$ cat config.mk
export PLATFORM = sky130hd
export DESIGN_NAME = mdll_fcal_search_flat
export DESIGN_NICKNAME = d
export VERILOG_FILES = /design/src/rtl/mdll_pkg.sv /design/src/rtl/mdll_fcal_search_if.sv /design/src/rtl/mdll_sync2.sv /design/src/rtl/mdll_fcal_search.sv /design/src/flat_wrapper.sv
export SDC_FILE = /design/constraint.sdc
export NUM_CORES = 1
export LEC_CHECK = 0
export ABC_AREA = 1
export BUFFER_PORTS_ARGS = -buffer_cell sky130_fd_sc_hd__buf_2
export CAP_MARGIN = 25
export CORE_AREA = 2 2 86 88
export CTS_BUF_LIST = sky130_fd_sc_hd__clkbuf_2
export DETAILED_ROUTE_END_ITERATION = 8
export DIE_AREA = 0 0 88 90
export PLACE_DENSITY = 0.85
export SLEW_MARGIN = 20
export SYNTH_ARGS = -nofsm -noshare
export SYNTH_HDL_FRONTEND = slang
export SYNTH_SLANG_ARGS = --single-unit
export TNS_END_PERCENT = 20
$ cat constraint.sdc
create_clock -name clk -period 2.3 [get_ports clk]
set_clock_uncertainty 0.2 [all_clocks]
set_input_delay 0.345 -clock clk [delete_from_list [all_inputs] [get_ports clk]]
set_output_delay 0.345 -clock clk [all_outputs]
set_load 0.02 [all_outputs]
$ cat src/rtl/mdll_pkg.sv
// Shared sizes, FSM state type and SAR bit-mask helper for the MDLL frequency-calibration search.
package mdll_pkg;

  localparam int N_DCO_O    = 6;
  localparam int N_FCAL_CNT = 12;
  localparam int N_DCO_B    = (N_DCO_O > 1) ? $clog2(N_DCO_O) : 1;

  typedef enum logic [3:0] {
    IDLE,
    LOAD,
    SETTLE,
    REQ,
    ACK,
    DECIDE,
    FINAL,
    DONE,
    ERR
  } fcal_search_state_t;

  // One-hot mask for the SAR bit currently under trial.
  function automatic logic [N_DCO_O-1:0] sar_bit(input logic [N_DCO_B-1:0] idx);
    logic [N_DCO_O-1:0] m;
    m      = '0;
    m[idx] = 1'b1;
    return m;
  endfunction

endpackage

$ cat src/rtl/mdll_fcal_search_if.sv
// Control/result bus and MDLL fcal handshake bundle; master is the search engine side.
interface mdll_fcal_search_if import mdll_pkg::*; ();

  logic                  start;
  logic [N_FCAL_CNT-1:0] target_cnt;
  logic                  busy;
  logic                  done;
  logic                  err_tmo;
  logic [N_DCO_O-1:0]    result_code;
  logic [N_FCAL_CNT-1:0] result_cnt;
  logic                  en_fcal;
  logic [N_DCO_O-1:0]    dco_ctl_offset;
  logic                  load_offset;
  logic                  fcal_start;
  logic                  fcal_ready;
  logic [N_FCAL_CNT-1:0] fcal_cnt;

  modport master (
    input  start, target_cnt, fcal_ready, fcal_cnt,
    output busy, done, err_tmo, result_code, result_cnt,
           en_fcal, dco_ctl_offset, load_offset, fcal_start
  );

  modport slave (
    output start, target_cnt, fcal_ready, fcal_cnt,
    input  busy, done, err_tmo, result_code, result_cnt,
           en_fcal, dco_ctl_offset, load_offset, fcal_start
  );

endinterface

$ cat src/rtl/mdll_sync2.sv
// Two-flop synchronizer bringing the asynchronous MDLL acknowledge into the clk domain.
module mdll_sync2 (
  input  logic clk,
  input  logic rst,
  input  logic d_i,
  output logic q_o
);

  logic [1:0] sync_q;

  always_ff @(posedge clk) begin
    if (rst) begin
      sync_q <= '0;
    end else begin
      sync_q <= {sync_q[0], d_i};
    end
  end

  assign q_o = sync_q[1];

endmodule

$ cat src/rtl/mdll_fcal_search.sv
// MSB-first SAR search of dco_ctl_offset against a target fcal count, plus a final re-measure pass.
// Define MDLL_FCAL_SEARCH_AVG_EN to average four fcal handshakes per measurement.
module mdll_fcal_search
  import mdll_pkg::*;
#(
  parameter int SETTLE_CYC = 64,
  parameter int TMO_CYC    = 4096,
  parameter bit CNT_DEC    = 1'b1
) (
  input logic              clk,
  input logic              rst,
  mdll_fcal_search_if.master bus
);

  localparam int CW = $clog2((TMO_CYC > SETTLE_CYC) ? TMO_CYC : SETTLE_CYC) + 1;
  localparam logic [CW-1:0]      SETTLE_LAST = CW'(SETTLE_CYC - 1);
  localparam logic [CW-1:0]      TMO_LAST    = CW'(TMO_CYC - 1);
  localparam logic [N_DCO_B-1:0] MSB_IDX     = N_DCO_B'(N_DCO_O - 1);

  fcal_search_state_t    state_q, state_d;
  logic [N_DCO_O-1:0]    code_q, code_d;
  logic [N_DCO_O-1:0]    offset_q, offset_d;
  logic [N_DCO_O-1:0]    res_code_q, res_code_d;
  logic [N_DCO_B-1:0]    bit_q, bit_d;
  logic [N_FCAL_CNT-1:0] target_q, target_d;
  logic [N_FCAL_CNT-1:0] meas_q, meas_d;
  logic [N_FCAL_CNT-1:0] res_cnt_q, res_cnt_d;
  logic [CW-1:0]         tmr_q, tmr_d;
  logic                  final_q, final_d;
  logic                  seen_low_q, seen_low_d;
  logic                  err_q, err_d;
  logic [N_FCAL_CNT-1:0] meas_now;
  logic [N_DCO_O-1:0]    next_code;
  logic                  keep;
  logic                  rdy_s;
`ifdef MDLL_FCAL_SEARCH_AVG_EN
  logic [N_FCAL_CNT+1:0] sum_q, sum_d;
  logic [1:0]            hs_q, hs_d;
`endif

  mdll_sync2 u_sync (
    .clk (clk),
    .rst (rst),
    .d_i (bus.fcal_ready),
    .q_o (rdy_s)
  );

  always_ff @(posedge clk) begin
    if (rst) begin
      state_q    <= IDLE;
      code_q     <= '0;
      offset_q   <= '0;
      res_code_q <= '0;
      bit_q      <= '0;
      target_q   <= '0;
      meas_q     <= '0;
      res_cnt_q  <= '0;
      tmr_q      <= '0;
      final_q    <= 1'b0;
      seen_low_q <= 1'b0;
      err_q      <= 1'b0;
`ifdef MDLL_FCAL_SEARCH_AVG_EN
      sum_q      <= '0;
      hs_q       <= '0;
`endif
    end else begin
      state_q    <= state_d;
      code_q     <= code_d;
      offset_q   <= offset_d;
      res_code_q <= res_code_d;
      bit_q      <= bit_d;
      target_q   <= target_d;
      meas_q     <= meas_d;
      res_cnt_q  <= res_cnt_d;
      tmr_q      <= tmr_d;
      final_q    <= final_d;
      seen_low_q <= seen_low_d;
      err_q      <= err_d;
`ifdef MDLL_FCAL_SEARCH_AVG_EN
      sum_q      <= sum_d;
      hs_q       <= hs_d;
`endif
    end
  end

  // offset_q is updated on the way into LOAD so the strobe and the code reach the MDLL together.
  always_comb begin
    state_d    = state_q;
    code_d     = code_q;
    offset_d   = offset_q;
    res_code_d = res_code_q;
    bit_d      = bit_q;
    target_d   = target_q;
    meas_d     = meas_q;
    res_cnt_d  = res_cnt_q;
    tmr_d      = tmr_q;
    final_d    = final_q;
    seen_low_d = seen_low_q;
    err_d      = err_q;
`ifdef MDLL_FCAL_SEARCH_AVG_EN
    sum_d      = sum_q;
    hs_d       = hs_q;
    meas_now   = sum_q[N_FCAL_CNT+1:2];
`else
    meas_now   = meas_q;
`endif
    keep      = CNT_DEC ? (meas_q > target_q) : (meas_q < target_q);
    next_code = keep ? offset_q : code_q;

    unique case (state_q)
      IDLE: begin
        if (bus.start) begin
          target_d = bus.target_cnt;
          code_d   = '0;
          bit_d    = MSB_IDX;
          offset_d = sar_bit(MSB_IDX);
          err_d    = 1'b0;
          final_d  = 1'b0;
          state_d  = LOAD;
        end
      end
      LOAD: begin
        tmr_d   = '0;
`ifdef MDLL_FCAL_SEARCH_AVG_EN
        sum_d   = '0;
        hs_d    = '0;
`endif
        state_d = SETTLE;
      end
      SETTLE: begin
        if (tmr_q == SETTLE_LAST) begin
          tmr_d      = '0;
          seen_low_d = 1'b0;
          state_d    = REQ;
        end else begin
          tmr_d = tmr_q + 1'b1;
        end
      end
      // A ready that is already high on entry is stale; only a rise after a seen low is accepted.
      REQ: begin
        if (rdy_s && seen_low_q) begin
`ifdef MDLL_FCAL_SEARCH_AVG_EN
          sum_d = sum_q + {2'b00, bus.fcal_cnt};
`else
          meas_d = bus.fcal_cnt;
`endif
          tmr_d   = '0;
          state_d = ACK;
        end else if (tmr_q == TMO_LAST) begin
          err_d   = 1'b1;
          state_d = ERR;
        end else begin
          tmr_d = tmr_q + 1'b1;
          if (!rdy_s) begin
            seen_low_d = 1'b1;
          end
        end
      end
      ACK: begin
        if (!rdy_s) begin
          tmr_d = '0;
`ifdef MDLL_FCAL_SEARCH_AVG_EN
          if (hs_q != 2'd3) begin
            hs_d       = hs_q + 2'd1;
            seen_low_d = 1'b1;
            state_d    = REQ;
          end else begin
            meas_d  = meas_now;
            state_d = final_q ? DONE : DECIDE;
          end
`else
          state_d = final_q ? DONE : DECIDE;
`endif
          if (final_q && (state_d == DONE)) begin
            res_code_d = code_q;
            res_cnt_d  = meas_now;
          end
        end else if (tmr_q == TMO_LAST) begin
          err_d   = 1'b1;
          state_d = ERR;
        end else begin
          tmr_d = tmr_q + 1'b1;
        end
      end
      DECIDE: begin
        code_d = next_code;
        if (bit_q == '0) begin
          state_d = FINAL;
        end else begin
          bit_d    = bit_q - 1'b1;
          offset_d = next_code | sar_bit(bit_q - 1'b1);
          state_d  = LOAD;
        end
      end
      FINAL: begin
        final_d  = 1'b1;
        offset_d = code_q;
        state_d  = LOAD;
      end
      DONE: begin
        state_d = IDLE;
      end
      ERR: begin
        state_d = IDLE;
      end
      default: begin
        state_d = IDLE;
      end
    endcase
  end

  assign bus.busy           = (state_q != IDLE) && (state_q != ERR);
  assign bus.en_fcal        = (state_q != IDLE) && (state_q != ERR);
  assign bus.done           = (state_q == DONE);
  assign bus.load_offset    = (state_q == LOAD);
  assign bus.fcal_start     = (state_q == REQ);
  assign bus.err_tmo        = err_q;
  assign bus.result_code    = res_code_q;
  assign bus.result_cnt     = res_cnt_q;
  assign bus.dco_ctl_offset = offset_q;

endmodule
$ cat src/flat_wrapper.sv
// flat-port wrapper written by rule: the top's interface ports become plain ports
module mdll_fcal_search_flat import mdll_pkg::*;
#(
  parameter int SETTLE_CYC = 64,
  parameter int TMO_CYC    = 4096,
  parameter bit CNT_DEC    = 1'b1
)
  (clk, rst, bus_start, bus_target_cnt, bus_fcal_ready, bus_fcal_cnt, bus_busy, bus_done, bus_err_tmo, bus_result_code, bus_result_cnt, bus_en_fcal, bus_dco_ctl_offset, bus_load_offset, bus_fcal_start);
  mdll_fcal_search_if bus_i ();
  input logic clk;
  input logic rst;
  input wire logic [$bits(bus_i.start)-1:0] bus_start;
  input wire logic [$bits(bus_i.target_cnt)-1:0] bus_target_cnt;
  input wire logic [$bits(bus_i.fcal_ready)-1:0] bus_fcal_ready;
  input wire logic [$bits(bus_i.fcal_cnt)-1:0] bus_fcal_cnt;
  output wire logic [$bits(bus_i.busy)-1:0] bus_busy;
  output wire logic [$bits(bus_i.done)-1:0] bus_done;
  output wire logic [$bits(bus_i.err_tmo)-1:0] bus_err_tmo;
  output wire logic [$bits(bus_i.result_code)-1:0] bus_result_code;
  output wire logic [$bits(bus_i.result_cnt)-1:0] bus_result_cnt;
  output wire logic [$bits(bus_i.en_fcal)-1:0] bus_en_fcal;
  output wire logic [$bits(bus_i.dco_ctl_offset)-1:0] bus_dco_ctl_offset;
  output wire logic [$bits(bus_i.load_offset)-1:0] bus_load_offset;
  output wire logic [$bits(bus_i.fcal_start)-1:0] bus_fcal_start;
  assign bus_i.start = bus_start;
  assign bus_i.target_cnt = bus_target_cnt;
  assign bus_i.fcal_ready = bus_fcal_ready;
  assign bus_i.fcal_cnt = bus_fcal_cnt;
  assign bus_busy = bus_i.busy;
  assign bus_done = bus_i.done;
  assign bus_err_tmo = bus_i.err_tmo;
  assign bus_result_code = bus_i.result_code;
  assign bus_result_cnt = bus_i.result_cnt;
  assign bus_en_fcal = bus_i.en_fcal;
  assign bus_dco_ctl_offset = bus_i.dco_ctl_offset;
  assign bus_load_offset = bus_i.load_offset;
  assign bus_fcal_start = bus_i.fcal_start;
  mdll_fcal_search #(.SETTLE_CYC(SETTLE_CYC), .TMO_CYC(TMO_CYC), .CNT_DEC(CNT_DEC)) u_core (.clk(clk), .rst(rst), .bus(bus_i));
endmodule
# Yosys cells after proc, flatten, opt, wreduce, memory -nomap -nowiden
# Index checks and enable logic that the tools add are counted.
[totals] ff_bits=79 inputBits=28 output_inout_bits=30 elab_cells=96
[classes] n_addsub=2 magnitude_cmp=3 eq_ne=18 mux=35 n_bitwise=2 reduce_logical=23
[op_table] operator="13-bit 2-to-1 mux" count=4
[op_table] operator="13-bit one-hot mux with 4 select lines" count=1
[op_table] operator="4-bit one-hot mux with 7 select lines" count=1
[op_table] operator="6-bit 2-to-1 mux" count=4
[op_table] operator="4-bit by 3-bit == test with 1-bit output, second input constant" count=5
[op_table] operator="4-bit 2-to-1 mux" count=5
[op_table] operator="6-bit one-hot mux with 3 select lines" count=1
[op_table] operator="13-bit by 1-bit adder with 13-bit output, second input constant" count=1
[op_table] operator="13-bit by 12-bit == test with 1-bit output, second input constant" count=1
[op_table] operator="13-bit by 6-bit == test with 1-bit output, second input constant" count=1
[op_table] operator="12-bit > comparator" count=1
[op_table] operator="2-bit != test, second input constant" count=6
[op_table] operator="6-bit one-hot mux with 2 select lines" count=1
[op_table] operator="2-bit AND reduction" count=5
[op_table] operator="1-bit 2-to-1 mux" count=9
[op_table] operator="3-bit 2-to-1 mux" count=3
[op_table] operator="3-bit AND reduction" count=3
[op_table] operator="4-bit by 2-bit == test with 1-bit output, second input constant" count=2
[op_table] operator="4-bit nonzero test" count=2
[op_table] operator="6-bit OR" count=1
[op_table] operator="3-bit one-hot mux with 2 select lines" count=1
[op_table] operator="2-bit nonzero test" count=3
[op_table] operator="3-bit nonzero test" count=2
[op_table] operator="5-bit AND reduction" count=1
[op_table] operator="15 further kinds" count=19

# Longest topological paths before layout
[depth] ltp_word=8 depth_mapped=15 mapped_depth_nobuf=15

# Cells and area by module
# From an unflattened synthesis, not the netlist that was laid out.
[hier_totals] cells_unflattened=537 area_unflattened_um2=3837.4
[modules_own_cells] module="mdll_fcal_search" n_inst=1 cells_each=531 area_per_inst_um2=3782.4 seq_area_each_um2=1541.5
[modules_own_cells] module="mdll_sync2" n_inst=1 cells_each=6 area_per_inst_um2=55.1 seq_area_each_um2=40.0

# Worst setup path after synthesis
# Ideal clock, no wire load.
[synth_timing] path_type="register to register" from="register u_core.target_q[11]" to="register u_core.code_q[0]" arrival_ns=1.521 t_required_ns=1.968 slack_ns=0.447 stages_incl_launch_ff=14 path_buffers=1 period_less_slack_ns=1.853 path_cell_list="dfxtp_1 > inv_1 > ha_1 > nand2_1 > inv_1 > nand2_1 > inv_1 > nand2_1 > nand3_1 > nand2_1 > clkbuf_1 > a21oi_1 > o21ai_0 > a21oi_1"
[synth_between] elab_chain_len=3
[synth_rtl] element="from (decl)" line="mdll_fcal_search.sv:25" text="logic [N_FCAL_CNT-1:0] target_q, target_d;"
[synth_rtl] element="from (signal assigned)" line="mdll_fcal_search.sv:72" text="target_q <= target_d;"
[synth_rtl] element="12-bit > comparator" line="mdll_fcal_search.sv:107" text="keep = CNT_DEC ? (meas_q > target_q) : (meas_q < target_q);"
[synth_rtl] element="6-bit 2-to-1 mux" line="mdll_fcal_search.sv:108" text="next_code = keep ? offset_q : code_q;"
[synth_rtl] element="6-bit one-hot mux with 2 select lines" line="mdll_fcal_search.sv:110" text="unique case (state_q)"
[synth_rtl] element="to (signal assigned)" line="mdll_fcal_search.sv:68" text="code_q <= code_d;"
[synth_rtl] element="to (decl)" line="mdll_fcal_search.sv:21" text="logic [N_DCO_O-1:0] code_q, code_d;"
# Every way passes these cells.
# A chain may end at the register's enable or synchronous reset.

# Worst setup path after layout
[layout_timing] from="register u_core.target_q[9]" to="register u_core.offset_q[4] (netlist: u_core.bus.dco_ctl_offset[4])"
[layout_between] elab_chain_len=5
[layout_rtl] element="12-bit > comparator" line="mdll_fcal_search.sv:107"
[layout_rtl] element="6-bit 2-to-1 mux" line="mdll_fcal_search.sv:108"
[layout_rtl] element="6-bit OR" line="mdll_fcal_search.sv:191" text="offset_d = next_code | sar_bit(bit_q - 1'b1);"
[layout_rtl] element="6-bit 2-to-1 mux" line="mdll_fcal_search.sv:187" text="if (bit_q == '0) begin"
[layout_rtl] element="6-bit one-hot mux with 3 select lines" line="mdll_fcal_search.sv:110"
[layout_rtl] element="to (signal assigned)" line="mdll_fcal_search.sv:69" text="offset_q <= offset_d;"
[layout_rtl] element="to (decl)" line="mdll_fcal_search.sv:22" text="logic [N_DCO_O-1:0] offset_q, offset_d;"
# Every way passes these cells. The select of a mux whose other input is x is not followed.

==> results.md <==
- Status: finished with violations
- Violated checks: design-rule violations
- Final setup violation count: 0
- Yosys top cell by area: dfxtp_1
- Synth cell types: 38
- Clock root cell: clkbuf_2
- Post-CTS setup buffer count: 0
- DP HPWL: 7120 µm
- CTS tree: yes
- Max incr delay on CP: 0.38 ns
- Worst Path Required: 2.57 ns
- Fillers: 559
- Register bit total from synthesis: 79
- First-pass GRT wire length: 17400 µm
- Drt total wl: 10400 µm
- IO Count: a little under 60
- Final core utilization: around two thirds
- CTS Buf Count: 9
- Register area: 1580 µm²
- TNS Setup: 0 ns
- Die area: 7920 µm²
- Critical path endpoint category: flip-flop
- Top FF cell, synth: dfxtp_1
- Clk buf depth: 2
- Synth top area share: 39.5%
- Area delta synth->final: 18.8%
- Max-cap viol count: 0
- Count of pins over their slew limit: 0
- Final layout net count: 691
- Final Hold Vio Count: 0
- Layout cells sized above 1: 18.5%
- Worst slew margin: between 70% and 80%
- Critical Path AT: 2.37 ns
- Area contributors post-synth: dfxtp_1 (40%), a21oi_1 (8.5%), nand2_1 (8.4%)
- Period utilisation layout: 91.6%
- DRC viols: 2
- Clk sinks: 79
- Clk_lat worst skew: 0.54 ns
- Core area: 7020 µm²
- Footprint of the multi-input gates: 1990 µm²
- F_max: 475 MHz
- RePlAce Congestion: 0.905
- Crit Path Category: flip-flop to flip-flop
- Post-Syn Nets: 611
- Vias in the first global route: 3922
- Initial Utilization: 57.0%
- Cells along the critical path: inv_1 -> ha_1 -> nand2_1 -> inv_1 -> nand2_1 -> nor2_1 -> nand2_1 -> nand3_1 -> nand2_4 -> nand2_1 -> nand3_1 -> nand2_1 -> nand2_1 -> a21oi_1
- Gate Count Post-Synth: 568
- Drt first pass iters: 8
- Die Height: around 90 µm
- Most numerous cell in the Yosys netlist: nand2_1
- Initial antenna violation count: 2
- Iter 0 DRT Violations: 299
- Vias: 4040
- Cell area after synthesis: 4000 µm²
- Number of I/O port buffers: between 50 and 60
- Post-synth top cells: nand2_1 (90), dfxtp_1 (79), inv_1 (76)
- Post-synthesis async set-or-reset flop share: 0%
- Tmin final: 2.11 ns
- R2R setup slack: between 0.15 and 0.2 ns
- Synth Warn #: 0
- CP dominant cell by count: nand2_1
- CP Launch Type: flip-flop
- Leakage: 2.11 nW
- Hold Crit Start: rst
- Die X: ~90 µm
- Peak VDD IR: just under 500 µV
- Crit-path slowest cell: dfxtp_1
- Post-Syn Area per Cell: roughly 7.0 µm²
- Remaining Overflow, GRT: 0
- R2r startpoint: u_core.target_q[9]
- Post-DRT Antenna Nets: 0
- Actual slew at the worst max-slew pin: 0.430 ns
- Pwr/cell area: just under 700 nW/µm²
- DR WL/cell: around 14 µm
- RSZ-0062 raised after global routing: false
- Critical Path Fanout Max: 11
- HP Class: primary input to flip-flop
- Vias/cell: between 5 and 6
- Post-synth EDFFs: 0
- Floorplan row count: 31
- Total global-route track usage: 27.6%
- # H-tree levels: 3
- Largest net degree at the start of global routing: 37
- Setup crit start: u_core.target_q[9]
- Clk pin slew, worst setup/hold paths: 0.24 ns
- Register area share after synthesis: 39.5%
[final cells by class]
| class | count | share of cell area, % |
|---|---|---|
| Tap cell | 99 | 2.61 |
| Sequential cell | 79 | 33.3 |
| Clock inverter | 7 | 1.50 |
| Multi-Input combinational cell | 381 | 42.0 |
| Timing Repair Buffer | 90 | 12.5 |
| Inverter | 87 | 7.03 |
| Clock buffer | 9 | 0.948 |
| Antenna cell | 2 | 0.105 |
[stage by stage]
stage / cells / power [mW] / setup WS [ns] / area, µm² / hold WS [ns]
floorplan: 568 / 2.24 / 0.447 / 4000 / 0.188
global placement: 711 / 2.42 / 0.344 / 4370 / 0.198
detailed placement: 711 / 2.46 / 0.241 / 4370 / 0.197
CTS: 752 / 3.23 / 0.0854 / 4740 / 0.0489
global route: 754 / 3.44 / 0.0183 / 4750 / 0.0703
finish: 754 / 3.25 / 0.193 / 4750 / 0.0654
[repair_timing]
action                                  in CTS  in global routing
hold buffers                                25                  0
endpoints found under the hold margin       25                  0
endpoints found under the setup margin       0                 12
gates resized for setup                      0                  3
[metal layers]
metal / wire, µm / vias up / GRT usage (%)
met2: 5040 / 171 / 44.3
met3: 720 / 43 / 5.05
met5: 0 / - / 0
li1: - / 1997 / -
met4: 451 / 0 / 17.2
met1: 4160 / 1829 / 33.4
[critical path: cells and delay by family (launching register included)]
kind	cells	cell delay [ns]
simple gates	10	0.94
buf+inv	2	0.12
compound gates	1	0.11
flops	1	0.38
fa+ha+maj	1	0.29
[state kept, by name (all words and copies together) (netlist names)]
name,cells
u_core.bit_q,3
u_core.bus.dco_ctl_offset,6
u_core.bus.err_tmo,1
u_core.bus.result_cnt,12
u_core.bus.result_code,6
u_core.code_q,6
u_core.final_q,1
u_core.meas_now,12
u_core.seen_low_q,1
u_core.state_q,4
u_core.target_q,12
u_core.tmr_q,13
u_core.u_sync.sync_q,2
[where the power goes]
part | total (mW) | internal [mW] | leakage, nW | switching, mW
clock network | 0.756 | 0.251 | 0.0676 | 0.505
logic | 0.968 | 0.320 | 1.40 | 0.648
registers | 1.52 | 1.46 | 0.642 | 0.0592
total | 3.25 | 2.04 | 2.11 | 1.21
[cell families after synthesis]
family / after synthesis / synth area share, %
xor gates and xnor gates: 2 / 0.438
buffers and inverters: 108 / 10.8
adders and majority gates: 15 / 4.69
and+or+nand+nor: 232 / 27.1
DFF: 79 / 39.5
AOI/OAI and AO/OA: 132 / 17.4
[placed cells by master, fill, tap and decap left out, types with 3 or more instances in the layout]
cell type      synthesis  layout
a21oi_1               68      68
buf_2                  6      57
buf_4                  3       8
clkbuf_2               0       9
clkinv_4               1       3
dfxtp_1               79      78
dlygate4sd3_1          0      25
ha_1                  15      15
inv_1                 76      76
inv_2                  9       9
nand2_1               90      89
nand2_2               11      11
nand2_4                3       4
nand3_1               36      36
nand3_2                3       3
nand4_1                3       3
nor2_1                64      64
nor2_4                 4       4
nor3_1                11      11
o21ai_0               45      45
o21ai_1                8       8
[final timing paths]
path,end,cells past startpoint
min,u_core.meas_now[9],5
max,u_core.bus.dco_ctl_offset[4],14
min reg2reg,u_core.u_sync.sync_q[1],2
max reg2reg,u_core.bus.dco_ctl_offset[4],14
Power figures use the tool's default switching activity.
